<file path="config.mk">
export PLATFORM = sky130hd
export DESIGN_NAME = step_pulse_gen
export DESIGN_NICKNAME = d
export VERILOG_FILES = /design/src/rtl/step_pulse_gen.sv
export SDC_FILE = /design/constraint.sdc
export NUM_CORES = 1
export LEC_CHECK = 0
export CAP_MARGIN = 20
export CORE_MARGIN = 2
export CORE_UTILIZATION = 50
export DETAILED_ROUTE_END_ITERATION = 6
export PLACE_DENSITY = 0.72
export SYNTH_ARGS = -nofsm -noshare
export SYNTH_HDL_FRONTEND = slang
export SYNTH_SLANG_ARGS = --single-unit
</file>
<file path="constraint.sdc">
create_clock -name clk -period 18.5 [get_ports clk]
set_clock_uncertainty 0.1 [all_clocks]
set_input_delay 4.625 -clock clk [delete_from_list [all_inputs] [get_ports clk]]
set_output_delay 4.625 -clock clk [all_outputs]
set_load 0.05 [all_outputs]
</file>
<file path="src/rtl/step_pulse_gen.sv">
// step_pulse_gen: one-axis STEP/DIR pulse train generator.
// Turns a latched timing set (N, nn, t0, tna, delta) into a trapezoidal
// (or triangular) step profile: accelerate from t0 toward tna, cruise,
// then decelerate back toward t0, emitting exactly N steps.
//
// Ports:
//   clk, reset (async, active-low)
//   start, params_valid   move request / parameter set valid
//   params[0:4]           N, nn, t0, tna, delta (32-bit unsigned)
//   dir_in, abort         direction (latched on accept), stop after current step
//   set_pos, pos_value    position preload (only with STEP_POSITION_EN)
//   step, dir             driver pins
//   busy, done            move in progress / one-cycle completion pulse
//   steps_done, position  step count of current/last move, absolute position
//
// Optional feature: define STEP_POSITION_EN to build the position counter;
// otherwise position is tied to zero.
module step_pulse_gen #(
    parameter int unsigned PULSE_WIDTH = 50,
    parameter int unsigned MIN_PERIOD  = 100
) (
    input  logic               clk,
    input  logic               reset,
    input  logic               start,
    input  logic               params_valid,
    input  logic [31:0]        params [0:4],
    input  logic               dir_in,
    input  logic               abort,
    input  logic               set_pos,
    input  logic [31:0]        pos_value,
    output logic               step,
    output logic               dir,
    output logic               busy,
    output logic               done,
    output logic [31:0]        steps_done,
    output logic signed [31:0] position
);
    localparam int unsigned W = 32;
    localparam logic [W-1:0] PW   = W'(PULSE_WIDTH);
    localparam logic [W-1:0] MINP = W'(MIN_PERIOD);

    typedef enum logic [2:0] {IDLE, LOAD, HI, LO, DONE, WAIT_REL} state_t;
    typedef enum logic [1:0] {PH_ACCEL, PH_CRUISE, PH_DECEL} phase_t;

    state_t state, state_d;
    phase_t phase, phase_n;

    logic [W-1:0] n_r, nn_r, t0_r, tna_r, delta_r;
    logic [W-1:0] period, cnt, grp, accel_steps;
    logic         abort_seen;

    logic         accept_c, step_end_c;
    logic [W-1:0] t0_eff, floor_p, sd_inc, acc_inc, grp_inc, grp_n, period_n, dec;
    logic [W:0]   sum;
    logic         grp_wrap;

    // Effective period limits after applying the global floor
    assign t0_eff  = (t0_r  > MINP) ? t0_r  : MINP;
    assign floor_p = (tna_r > MINP) ? tna_r : MINP;
    assign accept_c = (state == IDLE) && start && params_valid;

    // Next-state logic
    always_comb begin
        state_d    = state;
        step_end_c = 1'b0;
        case (state)
            IDLE:     if (accept_c) state_d = (params[0] == '0) ? DONE : LOAD;
            LOAD:     state_d = HI;
            HI:       if (cnt == PW - W'(1)) state_d = LO;
            LO: begin
                if (cnt == period - PW - W'(1)) begin
                    step_end_c = 1'b1;
                    state_d = (sd_inc == n_r || abort_seen || abort) ? DONE : HI;
                end
            end
            DONE:     state_d = WAIT_REL;
            WAIT_REL: if (!start) state_d = IDLE;
            default:  state_d = IDLE;
        endcase
    end

    // Profile update applied at the end of each completed step
    always_comb begin
        sd_inc   = steps_done + W'(1);
        acc_inc  = (phase == PH_ACCEL) ? accel_steps + W'(1) : accel_steps;
        grp_inc  = grp + W'(1);
        grp_wrap = (nn_r != '0) && (grp_inc == nn_r);
        grp_n    = grp_wrap ? '0 : grp_inc;
        period_n = period;
        phase_n  = phase;
        dec      = (period > delta_r) ? period - delta_r : '0;
        sum      = {1'b0, period} + {1'b0, delta_r};
        if (grp_wrap) begin
            if (phase == PH_ACCEL) begin
                period_n = (dec > floor_p) ? dec : floor_p;
                if (period_n == floor_p) phase_n = PH_CRUISE;
            end else if (phase == PH_DECEL) begin
                period_n = (sum > {1'b0, t0_eff}) ? t0_eff : sum[W-1:0];
            end
        end
        // Decel entry is judged after the accel update of the same step
        if (phase_n != PH_DECEL && (n_r - sd_inc) <= acc_inc) begin
            phase_n = PH_DECEL;
            grp_n   = '0;
        end
    end

    // State register and registered FSM outputs
    always_ff @(posedge clk or negedge reset) begin
        if (!reset) begin
            state <= IDLE;
            step  <= 1'b0;
            busy  <= 1'b0;
            done  <= 1'b0;
        end else begin
            state <= state_d;
            step  <= (state_d == HI);
            busy  <= (state_d == LOAD) || (state_d == HI) || (state_d == LO);
            done  <= (state_d == DONE);
        end
    end

    // Move parameters, timing counter and profile state
    always_ff @(posedge clk or negedge reset) begin
        if (!reset) begin
            n_r         <= '0;
            nn_r        <= '0;
            t0_r        <= '0;
            tna_r       <= '0;
            delta_r     <= '0;
            dir         <= 1'b0;
            period      <= '0;
            cnt         <= '0;
            grp         <= '0;
            accel_steps <= '0;
            steps_done  <= '0;
            phase       <= PH_CRUISE;
            abort_seen  <= 1'b0;
        end else begin
            cnt <= (state_d != state) ? '0 : cnt + W'(1);
            if (accept_c) begin
                n_r     <= params[0];
                nn_r    <= params[1];
                t0_r    <= params[2];
                tna_r   <= params[3];
                delta_r <= params[4];
                dir     <= dir_in;
                if (params[0] == '0) steps_done <= '0;
            end
            if (state == LOAD) begin
                period      <= t0_eff;
                steps_done  <= '0;
                grp         <= '0;
                accel_steps <= '0;
                phase <= (nn_r != '0 && delta_r != '0 && t0_r > tna_r) ? PH_ACCEL : PH_CRUISE;
            end
            if (step_end_c) begin
                steps_done  <= sd_inc;
                accel_steps <= acc_inc;
                grp         <= grp_n;
                period      <= period_n;
                phase       <= phase_n;
            end
            // Abort is remembered for the whole step it arrives in
            if (state_d == HI && state != HI)
                abort_seen <= 1'b0;
            else if ((state == HI || state == LO) && abort)
                abort_seen <= 1'b1;
        end
    end

`ifdef STEP_POSITION_EN
    // Absolute position; a preload wins over a simultaneous step
    always_ff @(posedge clk or negedge reset) begin
        if (!reset)
            position <= '0;
        else if (set_pos)
            position <= $signed(pos_value);
        else if (step_end_c)
            position <= dir ? position + 32'sd1 : position - 32'sd1;
    end
`else
    logic unused_pos;
    assign unused_pos = ^{set_pos, pos_value};
    assign position   = '0;
`endif

endmodule

</file>
# After elaboration in Yosys (flattened, before gate mapping)

Index checks and enable logic that the tools add are counted.

Add/sub/neg operators: 9
Multipliers: 0
Div/mod/pow operators: 0
Order comparisons: 7
Equality and inequality tests: 20
Shift operators: 0
Muxes and demuxes: 39
Bitwise logic cells: 0
Reduce and logical (&&, ||, !) cells: 24

Operator list:

| cell                    | count |
|---|---|
| $mux W32                | 21 |
| $add A32 B1 Y32 const B | 4 |
| $eq A32 B32 Y1          | 4 |
| $gt A32 B32 Y1          | 3 |
| $gt A32 B7 Y1 const B   | 2 |
| $reduce_bool A32 Y1     | 2 |
| $sub A32 B32 Y32        | 2 |
| $add A32 B32 Y33        | 1 |
| $gt A33 B32 Y1          | 1 |
| $eq A32 B6 Y1 const B   | 1 |
| $le A32 B32 Y1          | 1 |
| $logic_not A32 Y1       | 1 |
| $sub A32 B1 Y32 const B | 1 |
| $sub A32 B6 Y32 const B | 1 |
| $mux W3                 | 6 |
| $pmux W3 S6             | 1 |
| $eq A3 B2 Y1 const B    | 4 |
| $mux W2                 | 6 |
| $eq A3 B3 Y1 const B    | 3 |
| $logic_and A1 B1 Y1     | 8 |
| $eq A3 B1 Y1 const B    | 2 |
| $reduce_bool A3 Y1      | 2 |
| $logic_or A1 B1 Y1      | 5 |
| $mux W1                 | 5 |
| other kinds (11)        | 12 |

Register bits: 330
Bits in latches: 0
Bits in writable memories: 0
ROM bits: 0
Input port bits: 199
Output and inout port bits: 68
Logic and storage cells: 116
Memories kept: 0

# Longest topological paths before layout

Word-level depth: 12
Gate-level depth with buffers: 36
Depth with buffers taken out: 32

# Worst setup path after synthesis

Ideal clock, no wire load.

Path type: register to register
Start point: register steps_done[0]
End point: register grp[15]
Setup time: 0.110 ns
Data arrival time: 6.630 ns
Required time: 18.290 ns
Slack: 11.659 ns
Cell stages (with the launch flop): 35
Buffers on the path: 4
Period minus slack after synthesis: 6.841 ns
Path through: dfrtp_1 > ha_1 > and3_1 > and3_1 > clkbuf_1 > and2_1 > clkbuf_1 > nand3_1 > xor2_1 > ha_1 > a21o_1 > a21o_1 > a21o_1 > a21oi_1 > o21ai_0 > a21oi_1 > a21oi_1 > a221o_1 > a21o_1 > a21oi_1 > o21bai_1 > xor2_1 > ha_1 > nand4_1 > nor2_1 > inv_1 > nor4_1 > inv_1 > o2111ai_1 > o21ai_0 > o21a_1 > or3_1 > clkbuf_1 > clkbuf_1 > o41ai_1

Longest elaborated chain between the ends: 6

Ends and longest elaborated chain:

| what                     | line | RTL |
|---|---|---|
| start: declaration       | 35   | `output logic [31:0] steps_done,` |
| start signal: assignment | 158  | `steps_done <= sd_inc;` |
| $add A32 B1 Y32          | 84   | `sd_inc = steps_done + W'(1);` |
| $sub A32 B32 Y32         | 102  | `if (phase_n != PH_DECEL && (n_r - sd_inc) <= acc_inc) begin` |
| $le A32 B32 Y1           | 102  |  |
| $logic_and A1 B1 Y1      | 102  |  |
| $mux W32                 | 102  |  |
| $mux W32                 | 157  | `if (step_end_c) begin` |
| end signal: assignment   | 160  | `grp <= grp_n;` |
| end: declaration         | 49   | `logic [W-1:0] period, cnt, grp, accel_steps;` |

No other way between the ends.
A chain may end at the register's enable or synchronous reset.

# Worst setup path in the final report

Start point: register period[23]
End point: register period[7]

Longest elaborated chain between the ends: 7
Elaborated cells between the ends (all ways): 21
Classes of those cells: add/sub (4); order compare (3); eq/ne (3); mux (9); reduce/logical (2)

Ends and longest elaborated chain:

| what                                                           | line   | RTL |
|---|---|---|
| start: declaration                                             | 49     |  |
| start signal: assignment                                       | 151    | `period <= t0_eff;` |
| start signal: assignment                                       | 161    | `period <= period_n;` |
| $sub A32 B6 Y32, or another cell as far along                  | 71     | `if (cnt == period - PW - W'(1)) begin` |
| $sub A32 B1 Y32, or another cell as far along                  | 71     |  |
| $eq A32 B32 Y1, or another cell as far along                   | 71     |  |
| $mux W1, or another cell as far along                          | 71     |  |
| $mux W1 / $mux W32 (equally long branches)                     | 66, 94 |  |
| $ne A3 B1 Y1 (no line), or another cell as far along           | n/a    |  |
| $reduce_and A3 Y1 (no line) / $mux W32 (equally long branches) | n/a    |  |

Parallel ways exist; a longest one is shown, timed or not. The select of a mux whose other input is x is not followed.

==> metrics.json <==
{
  "finish": {
    "final_nets": 3738,
    "fin_cells": 4035,
    "final_core_utilization_pct": 57.7,
    "layout-drive-gt1-share_pct": 8.81,
    "area.growth.synth_to_final_pct": 14.2
  },
  "die": {
    "die_width_um": 238,
    "io_pins": 267,
    "initial_core_util_pct": 50.6,
    "die_h_um": 238,
    "design.core.area_um2": 53900,
    "fp.dieArea_um2": 56400,
    "std_cell_rows": 85
  },
  "yosys": {
    "mappedNetlistArea_um2": 27300,
    "synth.yosys.seq_area_share_pct": 30.3,
    "synth_top_flop_cell": "sky130_fd_sc_hd__dfrtp_1",
    "largest_family_of_logic_cells_by_synthesized_area": "simple AND/OR/NAND/NOR gates",
    "synth_seq_cells": 330,
    "adder_and_majority_gate_portion_of_the_synthesized_area_pct": 10.7,
    "synth-edff-count": 0,
    "yosys-mux-area-fraction_pct": 7.72,
    "number_of_distinct_library_cells_after_synthesis": 90,
    "synth-simple-area-share_pct": 19.4,
    "synthesis.area_per_instance_um2": 8.53,
    "synth_most_common_cell": "sky130_fd_sc_hd__dfrtp_1",
    "synth_compound_area_share_pct": 17.7,
    "yosys.area.top_type": "sky130_fd_sc_hd__dfrtp_1",
    "synth.top_cells.by_count": "sky130_fd_sc_hd__dfrtp_1, sky130_fd_sc_hd__nor2_1, sky130_fd_sc_hd__o21ai_0, sky130_fd_sc_hd__ha_1, sky130_fd_sc_hd__nand2_1",
    "synthCells": 3196,
    "largest_cells_by_area_after_synthesis": "sky130_fd_sc_hd__dfrtp_1, sky130_fd_sc_hd__ha_1, sky130_fd_sc_hd__mux2_2",
    "synth_xor_xnor_area_share_pct": 8.61,
    "count_of_warnings_emitted_by_yosys": 0,
    "synth-async-reset-ratio_pct": 100,
    "share_of_yosys_cell_area_claimed_by_the_top_area_cell_type_pct": 30.2
  },
  "global_route": {
    "antenna_found_initial": 1,
    "global_route_wire_length_before_repair_mm": 138,
    "grt_remaining_overflow": 0,
    "largest_net_degree_at_the_start_of_global_routing": 163,
    "track_usage_pct": 30.9,
    "number_of_global_route_vias_before_repair": 24200
  },
  "worst_hold_path": {
    "min_delay_worst_endpoint": "grp[31]",
    "worstHoldStart": "grp[31]",
    "hold_path_class": "flip-flop to flip-flop",
    "whs_path_depth": 1
  },
  "sta": {
    "fin_crit_sh_pct": 40.8,
    "fmax_mhz": 132,
    "final_max_slew_viol_count": 0,
    "slew_headroom_pct": 24.0,
    "timing.final.setup_violations": 0,
    "finalSetupTns_ns": 0,
    "grt_setup_unrepaired": "no",
    "tightestPinTransition_ns": 1.14,
    "finalHoldViolations": 0,
    "finalWorstPathRequiredPeriod_ns": 7.55
  },
  "setup_path": {
    "critical_path_maximum_fanout": 35,
    "endpoint_kind": "flip-flop",
    "crit_path_start": "period[23]",
    "critPathLaunchType": "flip-flop",
    "setup.worst_path.class": "flip-flop to flip-flop",
    "cpPeakStageDelay_ns": 0.84,
    "critical-path-slowest-cell": "sky130_fd_sc_hd__a221oi_1",
    "timing.rr.start": "period[23]",
    "worst-endpoint-required_ns": 18.86,
    "timing.rr.end": "period[7]",
    "r2r_cells": 19,
    "worstPathCellList": "ha_1 > a211oi_1 > o21ai_0 > a211o_1 > a221oi_1 > a21bo_2 > nor3_1 > ha_1 > and3_1 > nand3_1 > or4_1 > a41oi_1 > nor4_1 > nor2_4 > buf_4 > mux2i_1 > a21oi_1 > o22ai_1 > o21ai_0",
    "setup.reg_to_reg.worst_slack_ns": 10.95,
    "data_arrival_time_at_the_worst_slack_endpoint_ns": 7.92
  },
  "route": {
    "wl_met2_mm": 42.6,
    "detail_route.iter0.violations": 2111,
    "postRouteAntennaNets": 0,
    "vias_per_cell": 6.18,
    "wl_met3_mm": 5.38,
    "route.vias.total": 24900,
    "drt_first_pass_iters": 6,
    "detail_route.wl_per_cell_um": 22.0,
    "detail_route.wirelength.met1_mm": 37.0,
    "detail_route.drc_violations": 0,
    "route.final.wire_length_mm": 88.6,
    "maxUsedRoutingLayer": "met4"
  },
  "cts": {
    "cts_tree": "built",
    "postCtsSetupBuffers": 0,
    "clock_pin_slew_on_the_worst_setup_and_hold_paths_ns": 0.06,
    "cts-resized-gates": 0,
    "cts_hold_repair.buffers": 0,
    "cts.sink_count": 330,
    "htreeDepth": 2,
    "cts_bufs_inserted": 40,
    "clk_latency_ns": 0.60,
    "cts-root-to-sink-buffers": 3,
    "cts_root_buffer": "sky130_fd_sc_hd__clkbuf_16"
  },
  "place": {
    "post_place_cells": 3960,
    "portBuffers": 201,
    "dp_hpwl_mm": 67.7,
    "gp_congestion": 1.01
  },
  "job": {
    "max-cap-violations": 0
  },
  "run_status": {
    "run_status": "finished, final reports clean"
  },
  "power_and_ir_drop": {
    "power_density_nw_per_um2": 53.3,
    "power_leakage_nw": 14.6,
    "finalPower_mw": 1.66,
    "max-vdd-ir-drop_uv": 67.1
  }
}
[worst max path at each step]
stage	endpoint	slack [ns]	cells after the start
floorplan	grp[15]	11.66	34
global placement	abort_seen	10.57	9
detailed placement	abort_seen	10.49	9
CTS	phase[0]	11.01	32
global route	phase[0]	10.35	32
finish	period[7]	10.95	19
[cells in the final DEF (no fill, tap or decap), drive strengths merged, types with 73 or more instances in the layout]
master and n:
mux2 162, xnor2 167, dfrtp 329, inv 181, ha 229, nand4 73
clkdlybuf4s50 200, o21ai 232, nor2 260, a21oi 188, nand2 223, xor2 101
nand3 132
[power by group]
| group | switching [mW] | internal, mW | total [mW] |
|---|---|---|---|
| registers | 0.00000000000000000544 | 0.722 | 0.722 |
| logic | 0.0357 | 0.0319 | 0.0676 |
| clock network | 0.349 | 0.523 | 0.871 |
[layout make-up]
class / count / area [µm²]
clock buffers: 53 / 1140
flip-flops and latches: 330 / 8260
clock inverters: 20 / 298
repair buffers: 226 / 2240
well taps: 696 / 871
inverters: 180 / 676
fillers: 4801 / 22800
diodes: 1 / 2.50
multi-input cells: 2529 / 17700
[logic make-up (layout without fill, tap and decap cells)]
family,Yosys count,count (layout)
AND/OR/NAND/NOR,1042,1042
buffers and inverters,368,479
flip-flops,330,330
other,1,33
AO/OA/AOI/OAI,765,765
multiplexers,190,190
adder cells (fa/ha/maj),232,232
XOR/XNOR,268,268
[layer usage]
metal / vias up / global-route usage [%]
met4: 0 / 12.5
met2: 904 / 52.5
met3: 209 / 3.98
li1: 11700 / -
met1: 12100 / 39.9
met5: - / 0
[worst max-delay path, delay by kind of cell, from the launching register on]
kind                     cells  cell delay (ns)
adder cells (fa/ha/maj)      2             0.85
buffers and inverters        1             0.40
AND/OR/NAND/NOR              6             1.98
flip-flops                   1             0.51
multiplexers                 1             0.31
AO/OA/AOI/OAI                9             3.24
[stage by stage]
stage          area, µm²  hold WS [ns]  worst slack, ns
2_1_floorplan      27400         0.369            11.66
3_3_place_gp       29700         0.386            10.57
3_5_place_dp       29700         0.393            10.49
4_1_cts            31100         0.407            11.01
5_1_grt            31100         0.432            10.35
6_report           31100         0.407            10.95
Power figures use the tool's default switching activity.
